===== config.mk =====
export PLATFORM = sky130hd
export DESIGN_NAME = pcie_dma_writer_flat
export DESIGN_NICKNAME = d
export VERILOG_FILES = /design/src/rtl/pcie_dma_writer_if.sv /design/src/rtl/pcie_dma_writer.sv /design/src/flat_wrapper.sv
export SDC_FILE = /design/constraint.sdc
export NUM_CORES = 2
export LEC_CHECK = 0
export CORE_ASPECT_RATIO = 0.75
export CORE_MARGIN = 3
export CORE_UTILIZATION = 60
export DETAILED_ROUTE_END_ITERATION = 7
export HOLD_SLACK_MARGIN = 0.06
export PLACE_DENSITY = 0.75
export SETUP_SLACK_MARGIN = 0.3
export SLEW_MARGIN = 40
export SYNTH_ARGS = -nofsm -noshare
export SYNTH_HDL_FRONTEND = slang
export SYNTH_SLANG_ARGS = --single-unit

===== constraint.sdc =====
create_clock -name clk_in -period 10.25 [get_ports clk_in]
set_input_delay 3.075 -clock clk_in [delete_from_list [all_inputs] [get_ports clk_in]]
set_output_delay 3.075 -clock clk_in [all_outputs]
set_load 0.02 [all_outputs]

===== src/rtl/pcie_dma_writer_if.sv =====
// Register port, payload source stream, Avalon-ST TLP transmit and MSI handshake
// of the upstream DMA writer.
interface pcie_dma_writer_if;
    logic [15:0] cfgBusDev_in;
    logic        regWrValid_in;
    logic [1:0]  regWrAddr_in;
    logic [31:0] regWrData_in;
    logic [1:0]  regRdAddr_in;
    logic [31:0] regRdData_out;
    logic [63:0] srcData_in;
    logic        srcValid_in;
    logic        srcReady_out;
    logic [63:0] txData_out;
    logic        txValid_out;
    logic        txSop_out;
    logic        txEop_out;
    logic        txReady_in;
    logic        msiReq_out;
    logic        msiAck_in;

    modport master (
        input  cfgBusDev_in, regWrValid_in, regWrAddr_in, regWrData_in, regRdAddr_in,
               srcData_in, srcValid_in, txReady_in, msiAck_in,
        output regRdData_out, srcReady_out, txData_out, txValid_out, txSop_out,
               txEop_out, msiReq_out
    );

    modport slave (
        output cfgBusDev_in, regWrValid_in, regWrAddr_in, regWrData_in, regRdAddr_in,
               srcData_in, srcValid_in, txReady_in, msiAck_in,
        input  regRdData_out, srcReady_out, txData_out, txValid_out, txSop_out,
               txEop_out, msiReq_out
    );
endinterface


===== src/rtl/pcie_dma_writer.sv =====
// Upstream DMA engine: streams N payload TLPs from a buffered source into host memory,
// then writes a completion token at the base address and raises an MSI request.
module pcie_dma_writer #(
    parameter int          TLP_QWS     = 16,
    parameter int          COUNT_WIDTH = 16,
    parameter int          DATA_OFFSET = 64,
    parameter logic [63:0] TOKEN       = 64'hCAFEF00DC0DEFACE
) (
    input logic               clk_in,
    input logic               reset_in,
    pcie_dma_writer_if.master bus
);
    localparam int DEPTH = 2 * TLP_QWS;
    localparam int AW    = $clog2(DEPTH);
    localparam int QW_W  = (TLP_QWS > 1) ? $clog2(TLP_QWS) : 1;
    localparam int FW    = COUNT_WIDTH + $clog2(TLP_QWS) + 1;

    typedef enum logic [3:0] {IDLE, FILL, HDR0, HDR1, DATA, THDR0, THDR1, TDATA, MSI} state_t;
    state_t state, state_nxt;

    logic [63:0]            mem [DEPTH];
    logic [AW-1:0]          wptr, rptr;
    logic [AW:0]            count, count_nxt;
    logic [FW-1:0]          fetch_rem;
    logic [COUNT_WIDTH-1:0] remaining, wr_count;
    logic [31:0]            base, addr, h0, h1;
    logic [QW_W-1:0]        qw_cnt;
    logic                   err, busy, start, push, pop, tx_fire, last_beat;

    assign busy      = (state != IDLE);
    assign wr_count  = bus.regWrData_in[COUNT_WIDTH-1:0];
    assign start     = bus.regWrValid_in & ~busy & (bus.regWrAddr_in == 2'd1) & (wr_count != '0);
    assign bus.srcReady_out = busy & (fetch_rem != '0) & (count != (AW+1)'(DEPTH));
    assign push      = bus.srcValid_in & bus.srcReady_out;
    assign tx_fire   = bus.txValid_out & bus.txReady_in;
    assign pop       = (state == DATA) & tx_fire;
    assign last_beat = pop & (qw_cnt == QW_W'(TLP_QWS - 1));
    assign count_nxt = count + (AW+1)'(push) - (AW+1)'(pop);
    assign h0        = 32'h4000_0000 | 32'(2 * TLP_QWS);
    assign h1        = {bus.cfgBusDev_in, 8'h00, 8'hFF};
    assign bus.msiReq_out = (state == MSI);

    always_ff @(posedge clk_in or posedge reset_in) begin
        if (reset_in) state <= IDLE;
        else          state <= state_nxt;
    end

    // Skipping FILL when the next TLP is already buffered keeps payload TLPs back to back.
    always_comb begin
        state_nxt = state;
        case (state)
            IDLE:  if (start) state_nxt = FILL;
            FILL:  if (count >= (AW+1)'(TLP_QWS)) state_nxt = HDR0;
            HDR0:  if (tx_fire) state_nxt = HDR1;
            HDR1:  if (tx_fire) state_nxt = DATA;
            DATA:  if (last_beat) begin
                       if (remaining != COUNT_WIDTH'(1))
                           state_nxt = (count_nxt >= (AW+1)'(TLP_QWS)) ? HDR0 : FILL;
                       else
                           state_nxt = THDR0;
                   end
            THDR0: if (tx_fire) state_nxt = THDR1;
            THDR1: if (tx_fire) state_nxt = TDATA;
            TDATA: if (tx_fire) state_nxt = MSI;
            MSI:   if (bus.msiAck_in) state_nxt = IDLE;
            default: state_nxt = IDLE;
        endcase
    end

    always_comb begin
        bus.txValid_out = 1'b1;
        bus.txSop_out   = 1'b0;
        bus.txEop_out   = 1'b0;
        bus.txData_out  = '0;
        case (state)
            HDR0:  begin bus.txSop_out = 1'b1; bus.txData_out = {h1, h0}; end
            HDR1:  bus.txData_out = {32'h0, addr};
            DATA:  begin
                       bus.txData_out = mem[rptr];
                       bus.txEop_out  = (qw_cnt == QW_W'(TLP_QWS - 1));
                   end
            THDR0: begin bus.txSop_out = 1'b1; bus.txData_out = {h1, 32'h4000_0002}; end
            THDR1: bus.txData_out = {32'h0, base};
            TDATA: begin bus.txEop_out = 1'b1; bus.txData_out = TOKEN; end
            default: bus.txValid_out = 1'b0;
        endcase
    end

    always_ff @(posedge clk_in or posedge reset_in) begin
        if (reset_in) begin
            wptr      <= '0;
            rptr      <= '0;
            count     <= '0;
            fetch_rem <= '0;
            remaining <= '0;
            base      <= '0;
            addr      <= '0;
            qw_cnt    <= '0;
            err       <= 1'b0;
            bus.regRdData_out <= '0;
        end else begin
            count <= count_nxt;
            if (push) begin
                wptr      <= wptr + AW'(1);
                fetch_rem <= fetch_rem - FW'(1);
            end
            if (pop) begin
                rptr   <= rptr + AW'(1);
                qw_cnt <= last_beat ? '0 : qw_cnt + QW_W'(1);
            end
            if (last_beat) begin
                remaining <= remaining - COUNT_WIDTH'(1);
                addr      <= addr + 32'(8 * TLP_QWS);
            end
            // Writes while a transfer runs never disturb it; they only flag the misuse.
            if (bus.regWrValid_in) begin
                if (busy)
                    err <= 1'b1;
                else if (bus.regWrAddr_in == 2'd0)
                    base <= {bus.regWrData_in[31:3], 3'b000};
                else if (start) begin
                    remaining <= wr_count;
                    fetch_rem <= FW'(wr_count) << $clog2(TLP_QWS);
                    addr      <= base + 32'(DATA_OFFSET);
                    err       <= 1'b0;
                end
            end
            case (bus.regRdAddr_in)
                2'd0:    bus.regRdData_out <= base;
                2'd1:    bus.regRdData_out <= 32'(remaining);
                2'd2:    bus.regRdData_out <= {30'b0, err, busy};
                default: bus.regRdData_out <= '0;
            endcase
        end
    end

    always_ff @(posedge clk_in) begin
        if (push) mem[wptr] <= bus.srcData_in;
    end
endmodule

===== src/flat_wrapper.sv =====
// flat-port wrapper written by rule: the top's interface ports become plain ports
module pcie_dma_writer_flat 
#(
    parameter int          TLP_QWS     = 16,
    parameter int          COUNT_WIDTH = 16,
    parameter int          DATA_OFFSET = 64,
    parameter logic [63:0] TOKEN       = 64'hCAFEF00DC0DEFACE
)
  (clk_in, reset_in, bus_cfgBusDev_in, bus_regWrValid_in, bus_regWrAddr_in, bus_regWrData_in, bus_regRdAddr_in, bus_srcData_in, bus_srcValid_in, bus_txReady_in, bus_msiAck_in, bus_regRdData_out, bus_srcReady_out, bus_txData_out, bus_txValid_out, bus_txSop_out, bus_txEop_out, bus_msiReq_out);
  pcie_dma_writer_if bus_i ();
  input logic clk_in;
  input logic reset_in;
  input wire logic [$bits(bus_i.cfgBusDev_in)-1:0] bus_cfgBusDev_in;
  input wire logic [$bits(bus_i.regWrValid_in)-1:0] bus_regWrValid_in;
  input wire logic [$bits(bus_i.regWrAddr_in)-1:0] bus_regWrAddr_in;
  input wire logic [$bits(bus_i.regWrData_in)-1:0] bus_regWrData_in;
  input wire logic [$bits(bus_i.regRdAddr_in)-1:0] bus_regRdAddr_in;
  input wire logic [$bits(bus_i.srcData_in)-1:0] bus_srcData_in;
  input wire logic [$bits(bus_i.srcValid_in)-1:0] bus_srcValid_in;
  input wire logic [$bits(bus_i.txReady_in)-1:0] bus_txReady_in;
  input wire logic [$bits(bus_i.msiAck_in)-1:0] bus_msiAck_in;
  output wire logic [$bits(bus_i.regRdData_out)-1:0] bus_regRdData_out;
  output wire logic [$bits(bus_i.srcReady_out)-1:0] bus_srcReady_out;
  output wire logic [$bits(bus_i.txData_out)-1:0] bus_txData_out;
  output wire logic [$bits(bus_i.txValid_out)-1:0] bus_txValid_out;
  output wire logic [$bits(bus_i.txSop_out)-1:0] bus_txSop_out;
  output wire logic [$bits(bus_i.txEop_out)-1:0] bus_txEop_out;
  output wire logic [$bits(bus_i.msiReq_out)-1:0] bus_msiReq_out;
  assign bus_i.cfgBusDev_in = bus_cfgBusDev_in;
  assign bus_i.regWrValid_in = bus_regWrValid_in;
  assign bus_i.regWrAddr_in = bus_regWrAddr_in;
  assign bus_i.regWrData_in = bus_regWrData_in;
  assign bus_i.regRdAddr_in = bus_regRdAddr_in;
  assign bus_i.srcData_in = bus_srcData_in;
  assign bus_i.srcValid_in = bus_srcValid_in;
  assign bus_i.txReady_in = bus_txReady_in;
  assign bus_i.msiAck_in = bus_msiAck_in;
  assign bus_regRdData_out = bus_i.regRdData_out;
  assign bus_srcReady_out = bus_i.srcReady_out;
  assign bus_txData_out = bus_i.txData_out;
  assign bus_txValid_out = bus_i.txValid_out;
  assign bus_txSop_out = bus_i.txSop_out;
  assign bus_txEop_out = bus_i.txEop_out;
  assign bus_msiReq_out = bus_i.msiReq_out;
  pcie_dma_writer #(.TLP_QWS(TLP_QWS), .COUNT_WIDTH(COUNT_WIDTH), .DATA_OFFSET(DATA_OFFSET), .TOKEN(TOKEN)) u_core (.clk_in(clk_in), .reset_in(reset_in), .bus(bus_i));
endmodule

# After elaboration in Yosys (flattened, before gate mapping)
# Memories as Yosys holds them, arrays and structs flattened.
# Index checks and enable logic that the tools add are counted.
# word_totals
reg_bits,155
latch_bits,0
ram_bits,2048
rom_bits,0
input_bits,122
output_inout_bits,101
word_cells,107
mem_count,1
# classes
addsub,9
mul,0
n_div,0
order_cmp,2
n_eq_ne,24
shift,0
n_mux,38
bitwise_logic,10
n_reduce_logical,12
# mem_list
name,words,width,read_ports,rd_clocked_by_memory_dff,wr,line_no,rtl
u_core.mem,32,64,1,0,1,pcie_dma_writer.sv:21,logic [63:0] mem [DEPTH];
# op_table
operator,count
case mux 64 bit (6 select lines),1
two-way mux 32 bit,5
two-way mux 21 bit,5
case mux 32 bit (3 select lines),1
two-way mux 16 bit,5
two-way mux 4 bit,11
case mux 4 bit (9 select lines),1
"adder 32 x 7 -> 32 bit, second input constant",1
"adder 32 x 8 -> 32 bit, second input constant",1
nonzero test 21 bit,1
"subtractor 21 x 1 -> 21 bit, second input constant",1
"!= test 2 x 1 -> 1 bit, second input constant",9
"equality test 4 x 3 -> 1 bit, second input constant",4
"!= test 16 x 1 -> 1 bit, second input constant",1
nonzero test 16 bit,1
"subtractor 16 x 1 -> 16 bit, second input constant",1
"greater-or-equal comparator 6 x 5 -> 1 bit, second input constant",2
"adder 5 x 1 -> 5 bit, second input constant",2
AND 1 bit,9
AND reduction 9 bit,1
"equality test 4 x 2 -> 1 bit, second input constant",2
"equality test 4 bit, second input constant",2
two-way mux 1 bit,7
adder 6 x 1 -> 6 bit,1
17 further kinds,20

# Depth between registers and ports, before layout
# logic_depth
ltp_word,11
depth_mapped,16

# Least setup slack after synthesis
# No wires, ideal clock.
# synth_path
path_type,input to register
from,in bus_srcValid_in
to,mem u_core.mem[29][0] (enable)
t_arrival_ns,6.559
t_required_ns,9.763
slack_ns,3.205
cell_stages,6
cell_sequence,and3_1 o21ai_2 inv_1 buf_2 nand2_1 nor2_1
# synth_between
elab_chain_cells,3
# synth_lines
element,line_no,rtl
"start, declared",flat_wrapper.sv:19,input wire logic [$bits(bus_i.srcValid_in)-1:0] bus_srcValid_in;
AND 1 bit,pcie_dma_writer.sv:34,assign push = bus.srcValid_in & bus.srcReady_out;
two-way mux 1 bit,pcie_dma_writer.sv:138,if (push) mem[wptr] <= bus.srcData_in;
two-way mux 1 bit (implied by the code),pcie_dma_writer.sv:138,
"end, declared",pcie_dma_writer.sv:21,
# Every way passes these cells.

# Final worst setup path
# layout_path
from,reg u_core.rptr[3]
to,out bus_txData_out[28]
# layout_between
elab_chain_cells,2
# layout_lines
element,line_no,rtl
"start, declared",pcie_dma_writer.sv:22,"logic [AW-1:0] wptr, rptr;"
"start signal, assigned",pcie_dma_writer.sv:108,rptr <= rptr + AW'(1);
memory (32 x 64 bit),--,
case mux 64 bit (6 select lines),pcie_dma_writer.sv:75,case (state)
"end, declared",flat_wrapper.sv:24,output wire logic [$bits(bus_i.txData_out)-1:0] bus_txData_out;
# Every way passes these cells.

==> insert_results.sql <==
INSERT INTO impl_metrics (metric_group, metric, value, unit) VALUES
('setup_path', 'critical_path.endpoint_type', 'output pin', ''),
('layout', 'nFillCells', '8506', ''),
('clock_tree', 'insertion_delay', '0.84', 'ns'),
('setup_path', 'worst_r2r_startpoint', 'u_core.state[1]', ''),
('logic_synthesis', 'synth-edff-count', '2048', ''),
('clock_tree', 'cts_max_path_buffers', '3', ''),
('logic_synthesis', 'number_of_nets_in_the_synthesized_netlist', '4390', ''),
('setup_path', 'setup.worst_path.start_class', 'flop', ''),
('logic_synthesis', 'synthTopCellsByArea', 'edfxtp_1, mux4_2, dfrtp_1', ''),
('timing', 'worst_slew_pin_slew', '0.979', 'ns'),
('grt', 'grt_first_pass_wirelength', '331000', 'um'),
('setup_path', 'critical_path.max_stage_delay', '0.85', 'ns'),
('route', 'ant_nets', '0', ''),
('timing', 'timing.setup.tns', '0', 'ns'),
('logic_synthesis', 'asyncSetResetFlopFracSynth', '0.0691', ''),
('setup_path', 'critical_path_required', '7.18', 'ns'),
('worst_hold_path', 'hold_end', 'u_core.addr[4]', ''),
('logic_synthesis', 'synth_sequential_area_ratio', '0.759', ''),
('logic_synthesis', 'netlist_instances', '4247', ''),
('grt', 'largest_net_degree_at_the_start_of_global_routing', '117', ''),
('logic_synthesis', 'mappedNetlistArea', '86100', 'um^2'),
('logic_synthesis', 'yosys_most_used_dff', 'edfxtp_1', ''),
('route', 'wire_per_inst', '34.9', 'um'),
('logic_synthesis', 'synth.top_cells.by_count', 'edfxtp_1, mux4_2, dfrtp_1', ''),
('clock_tree', 'clock_tree.htree_level_count', '4', ''),
('clock_tree', 'cts_hold_repair.buffers', '0', ''),
('power_and_ir_drop', 'leakage', '30.7', 'nW'),
('timing', 'period_needed', '8.10', 'ns'),
('layout', 'finalNetCount', '4703', ''),
('setup_path', 'timing.setup.critical_path_class', 'reg2out', ''),
('floorplan', 'std_cell_rows', '119', ''),
('setup_path', 'ff2ff_setup_slack', '5.54', 'ns'),
('timing', 'unrepaired_setup_endpoints_after_global_routing', 'no', ''),
('worst_hold_path', 'hold_class', 'reg2reg', ''),
('route', 'via_count', '46500', ''),
('timing', 'final_hold_viol_count', '0', ''),
('route', 'drt-initial-drc-count', '7360', ''),
('clock_tree', 'cts_inserted_buffers', '195', ''),
('place', 'detailedPlace.worstSlack', '2.78', 'ns'),
('setup_path', 'worst-path-max-fanout', '35', ''),
('logic_synthesis', 'post-synth-top-count-cell', 'edfxtp_1', ''),
('clock_tree', 'postCtsSetupRepairBufs', '0', ''),
('timing', 'final_max_slew_viol_count', '0', ''),
('route', 'routed_wl', '231000', 'um'),
('floorplan', 'design.portCount', '223', ''),
('logic_synthesis', 'synth_top_area_share', '0.715', ''),
('setup_path', 'ff2ff_path_depth', '7', ''),
('logic_synthesis', 'netlist-cell-type-count', '72', ''),
('clock_tree', 'numClockSinks', '2200', ''),
('run', 'max_cap_viols', '0', ''),
('setup_path', 'critical_path.most_common_cell', 'buf_4', ''),
('power_and_ir_drop', 'power.density', '251', 'nW/um^2'),
('clock_tree', 'clkTransAtPathRegs', '0.07', 'ns'),
('setup_path', 'endpoint_of_the_worst_slack_reg_to_reg_timing_path', 'u_core.mem[12][0]', ''),
('logic_synthesis', 'yosys_warnings', '0', ''),
('timing', 'setup_slack', '2.15', 'ns'),
('setup_path', 'critical-path-slowest-cell', 'dfrtp_4', ''),
('logic_synthesis', 'syn-mean-instance-area', '20.3', 'um^2'),
('logic_synthesis', 'synth_top_cell_by_area', 'edfxtp_1', ''),
('clock_tree', 'clk_root_buffer_cell', 'clkbuf_16', ''),
('timing', 'worst_clock_skew', '0.0366', 'ns'),
('worst_hold_path', 'timing.hold.worst.start', 'u_core.addr[4]', ''),
('layout', 'layout-area-overhead-vs-synth', '13.5', '%'),
('timing', 'layout_worst_path_cycle_share', '0.790', ''),
('route', 'detail_route.vias_per_cell', '7.03', ''),
('status', 'status', 'completed', ''),
('layout', 'ratio_of_cells_with_drive_above_1_in_the_final_layout', '0.225', ''),
('floorplan', 'initial_utilization', '0.608', ''),
('floorplan', 'die_area', '148000', 'um^2'),
('timing', 'final-setup-viol-count', '0', ''),
('place', 'hpwlAfterDp', '129000', 'um');
-- final cells by class --
cell class,count,area [um^2],share of cell area
inverters,41,161,0.00165
clock inverters,121,1100,0.0113
multi-input cells,1768,20000,0.205
diodes,15,37.5,0.000384
repair buffers,354,3480,0.0356
clock buffers,244,5230,0.0536
flip-flops and latches,2200,65300,0.669
well taps,1875,2350,0.0240
-- power breakdown --
group          switching (mW)  leakage [nW]  total [mW]  internal [mW]
logic                    3.46          7.30        6.25           2.80
registers               0.499          20.3        11.0           10.5
clock network            3.22          3.07        7.30           4.08
-- how the worst max path moves through the flow --
stage                          to                  from  cells after the start
2_1_floorplan     u_core.addr[10]              reset_in                      1
3_3_place_gp   bus_txData_out[59]  bus_cfgBusDev_in[11]                      4
3_5_place_dp   bus_txData_out[59]  bus_cfgBusDev_in[11]                      4
4_1_cts        bus_txData_out[28]        u_core.rptr[3]                      8
5_1_grt        bus_txData_out[28]        u_core.rptr[3]                      8
6_report       bus_txData_out[28]        u_core.rptr[3]                      8
-- registers in the layout (all words and copies together), names as in the netlist --
name                      flops
u_core.mem                 2048
u_core.remaining             16
u_core.state                  4
u_core.count                  6
u_core.base                  29
u_core.err                    1
u_core.addr                  29
u_core.rptr                   5
u_core.bus.regRdData_out     32
u_core.fetch_rem             21
u_core.qw_cnt                 4
u_core.wptr                   5
-- metal layers --
metal  vias to the layer above  part of all wire  track usage
met4                        10             0.038        0.111
met1                     24300              0.38        0.464
li1                      18300                 -            -
met3                       511              0.13       0.0803
met5                         -           0.00030            0
met2                      3409              0.46        0.464
-- critical path, delay by kind of cell (launching register included) --
family,cells,cell delay (ns)
compound gates,4,1.16
flops,1,0.85
simple gates,1,0.26
buf+inv,3,1.87
-- logic make-up (layout without fill, tap and decap cells) --
group,count (synthesis),count (layout),synth area share
flip-flops,2200,2200,0.759
multiplexers,657,657,0.146
AND/OR/NAND/NOR,531,531,0.0311
AO/OA/AOI/OAI,483,483,0.0400
buffers and inverters,279,760,0.0132
XOR/XNOR,76,76,0.00773
adder cells (fa/ha/maj),21,21,0.00314
other,0,15,0
-- metrics by stage --
stage | total power [mW] | hold slack [ns] | instance area [um^2] | utilization
final | 24.5 | 0.489 | 97700 | 0.690
after global routing | 25.3 | 0.542 | 97600 | 0.690
after CTS | 24.6 | 0.489 | 97700 | 0.691
after detailed placement | 17.3 | 0.472 | 91300 | 0.646
after global placement | 17.2 | 0.459 | 91100 | 0.644
after floorplan | 15.2 | 0.446 | 86100 | -
-- cell usage in the layout, fill, tap and decap left out, drive strengths merged, types with 11 or more instances in the layout --
| cell type | count |
|---|---|
| clkinv | 87 |
| a22oi | 88 |
| buf | 196 |
| dfrtp | 152 |
| a211oi | 36 |
| mux2 | 42 |
| nand4 | 25 |
| nor4 | 30 |
| mux2i | 140 |
| nand2 | 126 |
| nor2 | 131 |
| o21ai | 83 |
| clkbuf | 244 |
| or4 | 18 |
| o22ai | 24 |
| nor3 | 28 |
| nand2b | 15 |
| o31ai | 18 |
| o221ai | 47 |
| clkinvlp | 12 |
| or3 | 11 |
| and2 | 17 |
| nand3 | 63 |
| mux4 | 475 |
| bufinv | 18 |
| nor2b | 17 |
| xor2 | 11 |
| xnor2 | 65 |
| edfxtp | 2048 |
| diode | 15 |
| a22o | 34 |
| ha | 20 |
| inv | 45 |
| a21oi | 56 |
| o311ai | 15 |
| clkdlybuf4s50 | 158 |
| a31oi | 12 |
(Power assumes the default switching activity.)
